===== src/rtl/ip_rx_csum_check_if.sv =====
// RX byte-stream bundle feeding the IPv4 header checksum checker.
// master drives the stream, slave consumes it.
interface ip_rx_csum_check_if;
  logic       in_valid;
  logic       in_sop;
  logic       in_eop;
  logic [7:0] in_data;

  modport master (output in_valid, output in_sop, output in_eop, output in_data);
  modport slave  (input  in_valid, input  in_sop, input  in_eop, input  in_data);
endinterface


===== src/rtl/ip_rx_csum_check.sv =====
// Byte-serial IPv4 header checksum verifier on the RX stream; one verdict pulse per packet.
// Optional saturating error counter enabled by defining RX_CSUM_ERR_CNT_EN.
module ip_rx_csum_check #(
  parameter int unsigned MIN_IHL   = 5,
  parameter int unsigned ERR_CNT_W = 16
) (
  input  logic                 clk,
  input  logic                 rst_n,
  ip_rx_csum_check_if.slave    rx,
  output logic                 hdr_done,
  output logic                 hdr_ok,
  output logic [1:0]           hdr_err,
  output logic [3:0]           ihl_out,
  output logic [15:0]          csum_out,
  output logic                 busy,
  output logic [ERR_CNT_W-1:0] err_cnt
);

  localparam int unsigned CNT_W = 6;
  localparam int unsigned ACC_W = 17;

  localparam logic [1:0] ERR_NONE  = 2'd0;
  localparam logic [1:0] ERR_FMT   = 2'd1;
  localparam logic [1:0] ERR_TRUNC = 2'd2;
  localparam logic [1:0] ERR_CSUM  = 2'd3;

  typedef enum logic [1:0] {S_IDLE, S_HDR, S_CHECK, S_SKIP} state_t;

  state_t           state, state_d;
  logic [ACC_W-1:0] acc, acc_d;
  logic [CNT_W-1:0] byte_cnt, byte_cnt_d;
  logic             eop_seen, eop_seen_d;
  logic             done_d, ok_d;
  logic [1:0]       err_d;
  logic [3:0]       ihl_d;
  logic [15:0]      csum_d;

  logic             byte_in, sop_in, eop_in, b0_bad;
  logic [15:0]      term, fold;
  logic [ACC_W-1:0] acc_wrap, acc_sum;
  logic [CNT_W-1:0] last_idx;

  assign byte_in = rx.in_valid;
  assign sop_in  = rx.in_valid & rx.in_sop;
  assign eop_in  = rx.in_valid & rx.in_eop;
  assign b0_bad  = (rx.in_data[7:4] != 4'h4) || (rx.in_data[3:0] < 4'(MIN_IHL));

  // Even byte index is the high half of a big-endian word; carry wraps around before the next add.
  assign term     = byte_cnt[0] ? {8'h00, rx.in_data} : {rx.in_data, 8'h00};
  assign acc_wrap = acc[16] ? (ACC_W'(acc[15:0]) + ACC_W'(1)) : acc;
  assign acc_sum  = acc_wrap + ACC_W'(term);
  assign fold     = acc[15:0] + 16'(acc[16]);
  assign last_idx = {ihl_out - 4'd1, 2'b11};

  // Next-state and next-output logic
  always_comb begin
    state_d    = state;
    acc_d      = acc;
    byte_cnt_d = byte_cnt;
    eop_seen_d = eop_seen;
    ihl_d      = ihl_out;
    csum_d     = csum_out;
    done_d     = 1'b0;
    ok_d       = 1'b0;
    err_d      = ERR_NONE;

    if (sop_in) begin
      // A sop in any state restarts parsing; an unfinished packet is dropped silently
      acc_d      = ACC_W'({rx.in_data, 8'h00});
      byte_cnt_d = CNT_W'(1);
      eop_seen_d = 1'b0;
      if (b0_bad) begin
        done_d  = 1'b1;
        err_d   = ERR_FMT;
        state_d = eop_in ? S_IDLE : S_SKIP;
      end else begin
        ihl_d = rx.in_data[3:0];
        if (eop_in) begin
          done_d  = 1'b1;
          err_d   = ERR_TRUNC;
          state_d = S_IDLE;
        end else begin
          state_d = S_HDR;
        end
      end
    end else begin
      case (state)
        S_HDR: begin
          if (byte_in) begin
            acc_d      = acc_sum;
            byte_cnt_d = byte_cnt + CNT_W'(1);
            if (byte_cnt == last_idx) begin
              state_d    = S_CHECK;
              eop_seen_d = eop_in;
            end else if (eop_in) begin
              done_d  = 1'b1;
              err_d   = ERR_TRUNC;
              state_d = S_IDLE;
            end
          end
        end
        S_CHECK: begin
          csum_d  = fold;
          done_d  = 1'b1;
          ok_d    = (fold == 16'hFFFF);
          err_d   = (fold == 16'hFFFF) ? ERR_NONE : ERR_CSUM;
          state_d = (eop_seen || eop_in) ? S_IDLE : S_SKIP;
        end
        S_SKIP: begin
          if (eop_in) state_d = S_IDLE;
        end
        default: ;
      endcase
    end
  end

  // State and registered outputs
  always_ff @(posedge clk or negedge rst_n) begin
    if (!rst_n) begin
      state    <= S_IDLE;
      acc      <= '0;
      byte_cnt <= '0;
      eop_seen <= 1'b0;
      hdr_done <= 1'b0;
      hdr_ok   <= 1'b0;
      hdr_err  <= ERR_NONE;
      ihl_out  <= '0;
      csum_out <= '0;
      busy     <= 1'b0;
    end else begin
      state    <= state_d;
      acc      <= acc_d;
      byte_cnt <= byte_cnt_d;
      eop_seen <= eop_seen_d;
      hdr_done <= done_d;
      hdr_ok   <= ok_d;
      hdr_err  <= err_d;
      ihl_out  <= ihl_d;
      csum_out <= csum_d;
      busy     <= (state_d != S_IDLE);
    end
  end

`ifdef RX_CSUM_ERR_CNT_EN
  // Saturating count of failed verdicts, cleared only by reset
  always_ff @(posedge clk or negedge rst_n) begin
    if (!rst_n) begin
      err_cnt <= '0;
    end else if (done_d && !ok_d && (err_cnt != '1)) begin
      err_cnt <= err_cnt + ERR_CNT_W'(1);
    end
  end
`else
  assign err_cnt = '0;
`endif

endmodule


===== src/flat_wrapper.sv =====
// flat-port wrapper written by rule: the top's interface ports become plain ports
module ip_rx_csum_check_flat 
#(
  parameter int unsigned MIN_IHL   = 5,
  parameter int unsigned ERR_CNT_W = 16
)
  (clk, rst_n, hdr_done, hdr_ok, hdr_err, ihl_out, csum_out, busy, err_cnt, rx_in_valid, rx_in_sop, rx_in_eop, rx_in_data);
  ip_rx_csum_check_if rx_i ();
  input  logic clk;
  input  logic rst_n;
  output logic hdr_done;
  output logic hdr_ok;
  output logic [1:0] hdr_err;
  output logic [3:0] ihl_out;
  output logic [15:0] csum_out;
  output logic busy;
  output logic [ERR_CNT_W-1:0] err_cnt;
  input wire logic [$bits(rx_i.in_valid)-1:0] rx_in_valid;
  input wire logic [$bits(rx_i.in_sop)-1:0] rx_in_sop;
  input wire logic [$bits(rx_i.in_eop)-1:0] rx_in_eop;
  input wire logic [$bits(rx_i.in_data)-1:0] rx_in_data;
  assign rx_i.in_valid = rx_in_valid;
  assign rx_i.in_sop = rx_in_sop;
  assign rx_i.in_eop = rx_in_eop;
  assign rx_i.in_data = rx_in_data;
  ip_rx_csum_check #(.MIN_IHL(MIN_IHL), .ERR_CNT_W(ERR_CNT_W)) u_core (.clk(clk), .rst_n(rst_n), .rx(rx_i), .hdr_done(hdr_done), .hdr_ok(hdr_ok), .hdr_err(hdr_err), .ihl_out(ihl_out), .csum_out(csum_out), .busy(busy), .err_cnt(err_cnt));
endmodule

===== config.mk =====
export PLATFORM = sky130hd
export DESIGN_NAME = ip_rx_csum_check_flat
export DESIGN_NICKNAME = d
export VERILOG_FILES = /design/src/rtl/ip_rx_csum_check_if.sv /design/src/rtl/ip_rx_csum_check.sv /design/src/flat_wrapper.sv
export SDC_FILE = /design/constraint.sdc
export NUM_CORES = 1
export LEC_CHECK = 0
export ABC_AREA = 1
export ABC_CLOCK_PERIOD_IN_PS = 3200
export CORE_UTILIZATION = 45
export CTS_CLUSTER_SIZE = 14
export DETAILED_ROUTE_END_ITERATION = 16
export PLACE_DENSITY = 0.67
export SLEW_MARGIN = 20
export SYNTH_ARGS = -nofsm -noshare
export SYNTH_HDL_FRONTEND = slang
export SYNTH_SLANG_ARGS = --single-unit

===== constraint.sdc =====
create_clock -name clk -period 3.2 [get_ports clk]
set_clock_uncertainty 0.05 [all_clocks]
set_input_delay 0.96 -clock clk [delete_from_list [all_inputs] [get_ports clk]]
set_output_delay 0.96 -clock clk [all_outputs]
set_load 0.1 [all_outputs]

==> flow_summary.html <==
<table>
<tr><th>Metric</th><th>Value</th></tr>
<tr><th colspan="2">Outcome</th></tr>
<tr><td>Status</td><td>finished, final reports clean</td></tr>
<tr><th colspan="2">Clock tree</th></tr>
<tr><td>Post-CTS setup buffer count</td><td>0</td></tr>
<tr><td>Total CTS buffers</td><td>5</td></tr>
<tr><td>CTS clock-pin slew for the worst setup and hold paths</td><td>0.10 ns</td></tr>
<tr><td>Clock latency on the worst-skew pair</td><td>0.31 ns</td></tr>
<tr><td>Number of clock sinks</td><td>51</td></tr>
<tr><td>CTS tree</td><td>done</td></tr>
<tr><td>Maximum clock insertion buffer count</td><td>2</td></tr>
<tr><td>Root buffer cell</td><td>clkbuf_8</td></tr>
<tr><td>Htree depth</td><td>2</td></tr>
<tr><th colspan="2">Critical path</th></tr>
<tr><td>Worst Path Class, Setup</td><td>input port to register</td></tr>
<tr><td>CP cell instances</td><td>clkdlybuf4s50_1 -&gt; nand2_1 -&gt; inv_1 -&gt; ha_1 -&gt; inv_1 -&gt; fa_1 -&gt; o21ai_1 -&gt; nand2_1 -&gt; nand2_1 -&gt; a21oi_1 -&gt; or2_2 -&gt; nand3_1 -&gt; nand3_1</td></tr>
<tr><td>Critical path launch point type</td><td>input port</td></tr>
<tr><td>Largest driver fanout on the critical path</td><td>4</td></tr>
<tr><td>Slowest cell on the critical path</td><td>clkdlybuf4s50_1</td></tr>
<tr><td>Most repeated library cell on the critical path</td><td>nand2_1</td></tr>
<tr><td>Worst path top cell family by delay</td><td>simple AND/OR/NAND/NOR gates</td></tr>
<tr><td>Data arrival time at the worst-slack endpoint</td><td>3.06 ns</td></tr>
<tr><td>WP data required</td><td>3.35 ns</td></tr>
<tr><td>Buffers and inverters on the worst path</td><td>3</td></tr>
<tr><td>Worst setup EP type</td><td>register</td></tr>
<tr><td>Highest cell delay on the worst timing path</td><td>0.51 ns</td></tr>
<tr><th colspan="2">Route</th></tr>
<tr><td>Starting DRC count in detailed routing</td><td>220</td></tr>
<tr><td>Total via count after detailed routing</td><td>3933</td></tr>
<tr><td>Number of antenna-violating nets in the routed design</td><td>0</td></tr>
<tr><td>DR vias/cell</td><td>5.31</td></tr>
<tr><td>Average wire per cell in the routed design</td><td>14.3 µm</td></tr>
<tr><td>Detailed Routing Iterations Pass 1</td><td>5</td></tr>
<tr><td>Number of design rule violations left after detail routing</td><td>0</td></tr>
<tr><td>Total length of routed wires</td><td>10.6 mm</td></tr>
<tr><th colspan="2">Placed design</th></tr>
<tr><td>Port-buffer cells</td><td>37</td></tr>
<tr><td>Area post-placement</td><td>0.00449 mm²</td></tr>
<tr><td>Gp weighted congestion</td><td>0.985</td></tr>
<tr><td>Dpl ws</td><td>-0.0201 ns</td></tr>
<tr><td>Post-detail-place hpwl</td><td>8.75 mm</td></tr>
<tr><th colspan="2">Synth</th></tr>
<tr><td>Yosys Warn Count</td><td>0</td></tr>
<tr><td>Most frequent cells after synthesis</td><td>nand2_1, inv_1, nor2_1</td></tr>
<tr><td>Number of distinct library cell variants in the gate-level netlist after synthesis</td><td>34</td></tr>
<tr><td>Post-Syn Instances</td><td>575</td></tr>
<tr><td>Most frequently used cell type in the post-synthesis netlist</td><td>nand2_1</td></tr>
<tr><td>Synthesis-stage register bit count</td><td>51</td></tr>
<tr><td>Largest area contributor in the netlist</td><td>dfrtp_1</td></tr>
<tr><td>Mean instance size in the synthesized netlist</td><td>6.89 µm²</td></tr>
<tr><td>Register area share after synthesis</td><td>0.322</td></tr>
<tr><td>Fraction of synthesized cell area taken by the top area cell type</td><td>0.322</td></tr>
<tr><td>Asr flop ratio synth</td><td>1.00</td></tr>
<tr><td>Area of the mapped netlist</td><td>0.00396 mm²</td></tr>
<tr><td>Largest cells by area after synthesis</td><td>dfrtp_1, nand2_1, ha_1, inv_1, nor2_1</td></tr>
<tr><td>Number of enable flip-flop cells after synthesis</td><td>0</td></tr>
<tr><td>Most used flip-flop cell after synthesis</td><td>dfrtp_1</td></tr>
<tr><th colspan="2">Job</th></tr>
<tr><td>Max-capacitance violation count</td><td>0</td></tr>
<tr><th colspan="2">Floorplanning</th></tr>
<tr><td>Effective utilization at floorplan</td><td>0.473</td></tr>
<tr><td>DIE WIDTH</td><td>95.8 µm</td></tr>
<tr><td>Number of rows created at floorplan</td><td>33</td></tr>
<tr><td>Number of placed I/O pins</td><td>54</td></tr>
<tr><td>Die height</td><td>95.8 µm</td></tr>
<tr><td>Core ar.</td><td>0.00838 mm²</td></tr>
<tr><td>Floorplan die area</td><td>0.00919 mm²</td></tr>
<tr><th colspan="2">Timing</th></tr>
<tr><td>Final count of negative-setup-slack endpoints</td><td>0</td></tr>
<tr><td>Peak clock frequency supported by timing</td><td>344 MHz</td></tr>
<tr><td>Final Worst Setup Slack</td><td>0.295 ns</td></tr>
<tr><td>Transition at the pin with the smallest max-transition slack</td><td>0.604 ns</td></tr>
<tr><td>RSZ-0062 raised after global routing</td><td>no</td></tr>
<tr><td>Number of hold violations in the final report</td><td>0</td></tr>
<tr><td>Final critical-path share of the clock period</td><td>0.908</td></tr>
<tr><td>Slew Limit Fails</td><td>0</td></tr>
<tr><td>Worst slew margin relative to its limit</td><td>0.597</td></tr>
<tr><td>Time the final worst path needs with I/O delays and setup</td><td>2.91 ns</td></tr>
<tr><td>Total negative setup slack</td><td>0 ns</td></tr>
<tr><th colspan="2">GRT</th></tr>
<tr><td>Aggregate global-route resource usage</td><td>0.249</td></tr>
<tr><td>Maximum number of pins on one net before global-route repair</td><td>27</td></tr>
<tr><td>Number of antenna violations at the first check in global routing</td><td>0</td></tr>
<tr><td>First-pass GRT wire length</td><td>17.4 mm</td></tr>
<tr><td>Total congestion overflow</td><td>0</td></tr>
<tr><td>Vias in the first global route</td><td>3709</td></tr>
<tr><th colspan="2">Power</th></tr>
<tr><td>Leakage power total</td><td>0.00241 µW</td></tr>
<tr><td>Maximum vdd drop</td><td>0.398 mV</td></tr>
<tr><td>Total design power</td><td>4300 µW</td></tr>
<tr><td>PwrDens</td><td>934 mW/mm²</td></tr>
<tr><th colspan="2">Final layout</th></tr>
<tr><td>Number of fillers in the final layout</td><td>836</td></tr>
<tr><td>Diodes inserted</td><td>0</td></tr>
<tr><td>Fraction of layout cells with a size suffix above 1</td><td>0.115</td></tr>
<tr><td>Post-layout utilization of the core</td><td>0.549</td></tr>
<tr><td>Layout-stage area growth over the synthesis result</td><td>16.2%</td></tr>
<tr><td>Multi-input logic area</td><td>0.00231 mm²</td></tr>
<tr><td>Total number of nets in the final design</td><td>674</td></tr>
<tr><td>Register cell area after layout</td><td>0.00128 mm²</td></tr>
<tr><td>Cell area after layout</td><td>0.00460 mm²</td></tr>
<tr><th colspan="2">Min path</th></tr>
<tr><td>Path type of the worst min-delay path</td><td>register to register</td></tr>
</table>
[cells in the final DEF (no fill, tap or decap)]
cell	instances
a21boi_0	1
clkinv_4	1
o21ai_0	34
nand4_1	7
a21oi_1	30
fa_1	1
a31oi_2	1
nor2_1	56
dfrtp_2	1
o31ai_1	2
o2111ai_1	1
conb_1	16
clkdlybuf4s50_1	11
ha_1	26
xnor2_1	6
nand3_1	42
or2_2	3
clkbuf_8	6
o21a_1	4
buf_4	49
o21ai_1	2
o21bai_1	2
dfrtp_1	50
buf_2	1
inv_1	73
o211ai_1	1
buf_12	1
a31oi_1	5
clkinvlp_4	1
a21o_1	4
nand2_2	3
nor2_2	4
nand2_1	154
nor3_1	7
nor3_2	1
a22o_1	1
xor2_1	19
inv_2	1
o22ai_1	7
[registers in the layout (all words and copies together), names as in the netlist]
register         flops
u_core.acc          17
u_core.busy          1
u_core.byte_cnt      6
u_core.csum_out     16
u_core.eop_seen      1
u_core.hdr_done      1
u_core.hdr_err       2
u_core.hdr_ok        1
u_core.ihl_out       4
u_core.state         2
[what timing repair did]
| item | in CTS | in global routing |
|---|---|---|
| hold buffers | 0 | 0 |
| resized for setup | 0 | 3 |
| setup endpoints to repair | 0 | 4 |
[per-stage QoR]
| stage | hold WS, ns | instances |
|---|---|---|
| 6_report | 0.440 | 740 |
| 5_1_grt | 0.462 | 740 |
| 3_5_place_dp | 0.420 | 732 |
| 2_1_floorplan | 0.405 | 590 |
| 4_1_cts | 0.444 | 740 |
| 3_3_place_gp | 0.406 | 732 |
[where the power goes]
part           switching, µW  internal (µW)
logic                   2030            773
registers                221            869
clock network            229            177
[kinds of logic (layout without fill, tap and decap cells)]
kind of cell	Yosys count	in the layout	share of synthesized area
buf+inv	99	144	0.110
xor+xnor	25	25	0.0553
compound gates	95	95	0.135
other cells	1	16	0.000946
fa+ha+maj	27	27	0.0871
flops	51	51	0.322
simple gates	277	277	0.290
[cell type report]
type	count	area share
tap	105	0.0285
multi-input combinational	440	0.503
timing repair buffer	62	0.109
inverter	74	0.0603
clock inverter	2	0.00353
clock buffer	6	0.0179
sequential	51	0.278
[routing by layer]
layer | wire, µm | track usage
met1 | 4800 | 0.315
met5 | 0 | 0
met2 | 4910 | 0.419
met4 | 349 | 0.103
met3 | 535 | 0.0403
[worst reg2reg max path: cells and delay by family (launching register included)]
family | cells | cell delay, ns
fa+ha+maj | 2 | 0.52
simple gates | 9 | 0.85
flops | 1 | 0.45
compound gates | 5 | 0.91
[final timing paths]
path | from | to | slack [ns] | cells past startpoint
setup / recovery | rx_in_data[0] | u_core.acc[10] | 0.29 | 13
setup reg to reg | u_core.acc[0] | u_core.acc[13] | 0.31 | 16
hold / removal | u_core.csum_out[0] | u_core.csum_out[0] | 0.44 | 2
hold reg to reg | u_core.csum_out[0] | u_core.csum_out[0] | 0.44 | 2
max in group asynchronous | rst_n | u_core.acc[1] | 1.94 | 2
min in group asynchronous | rst_n | u_core.acc[13] | 0.60 | 1
Note: power is estimated with default switching activity, not from simulation.
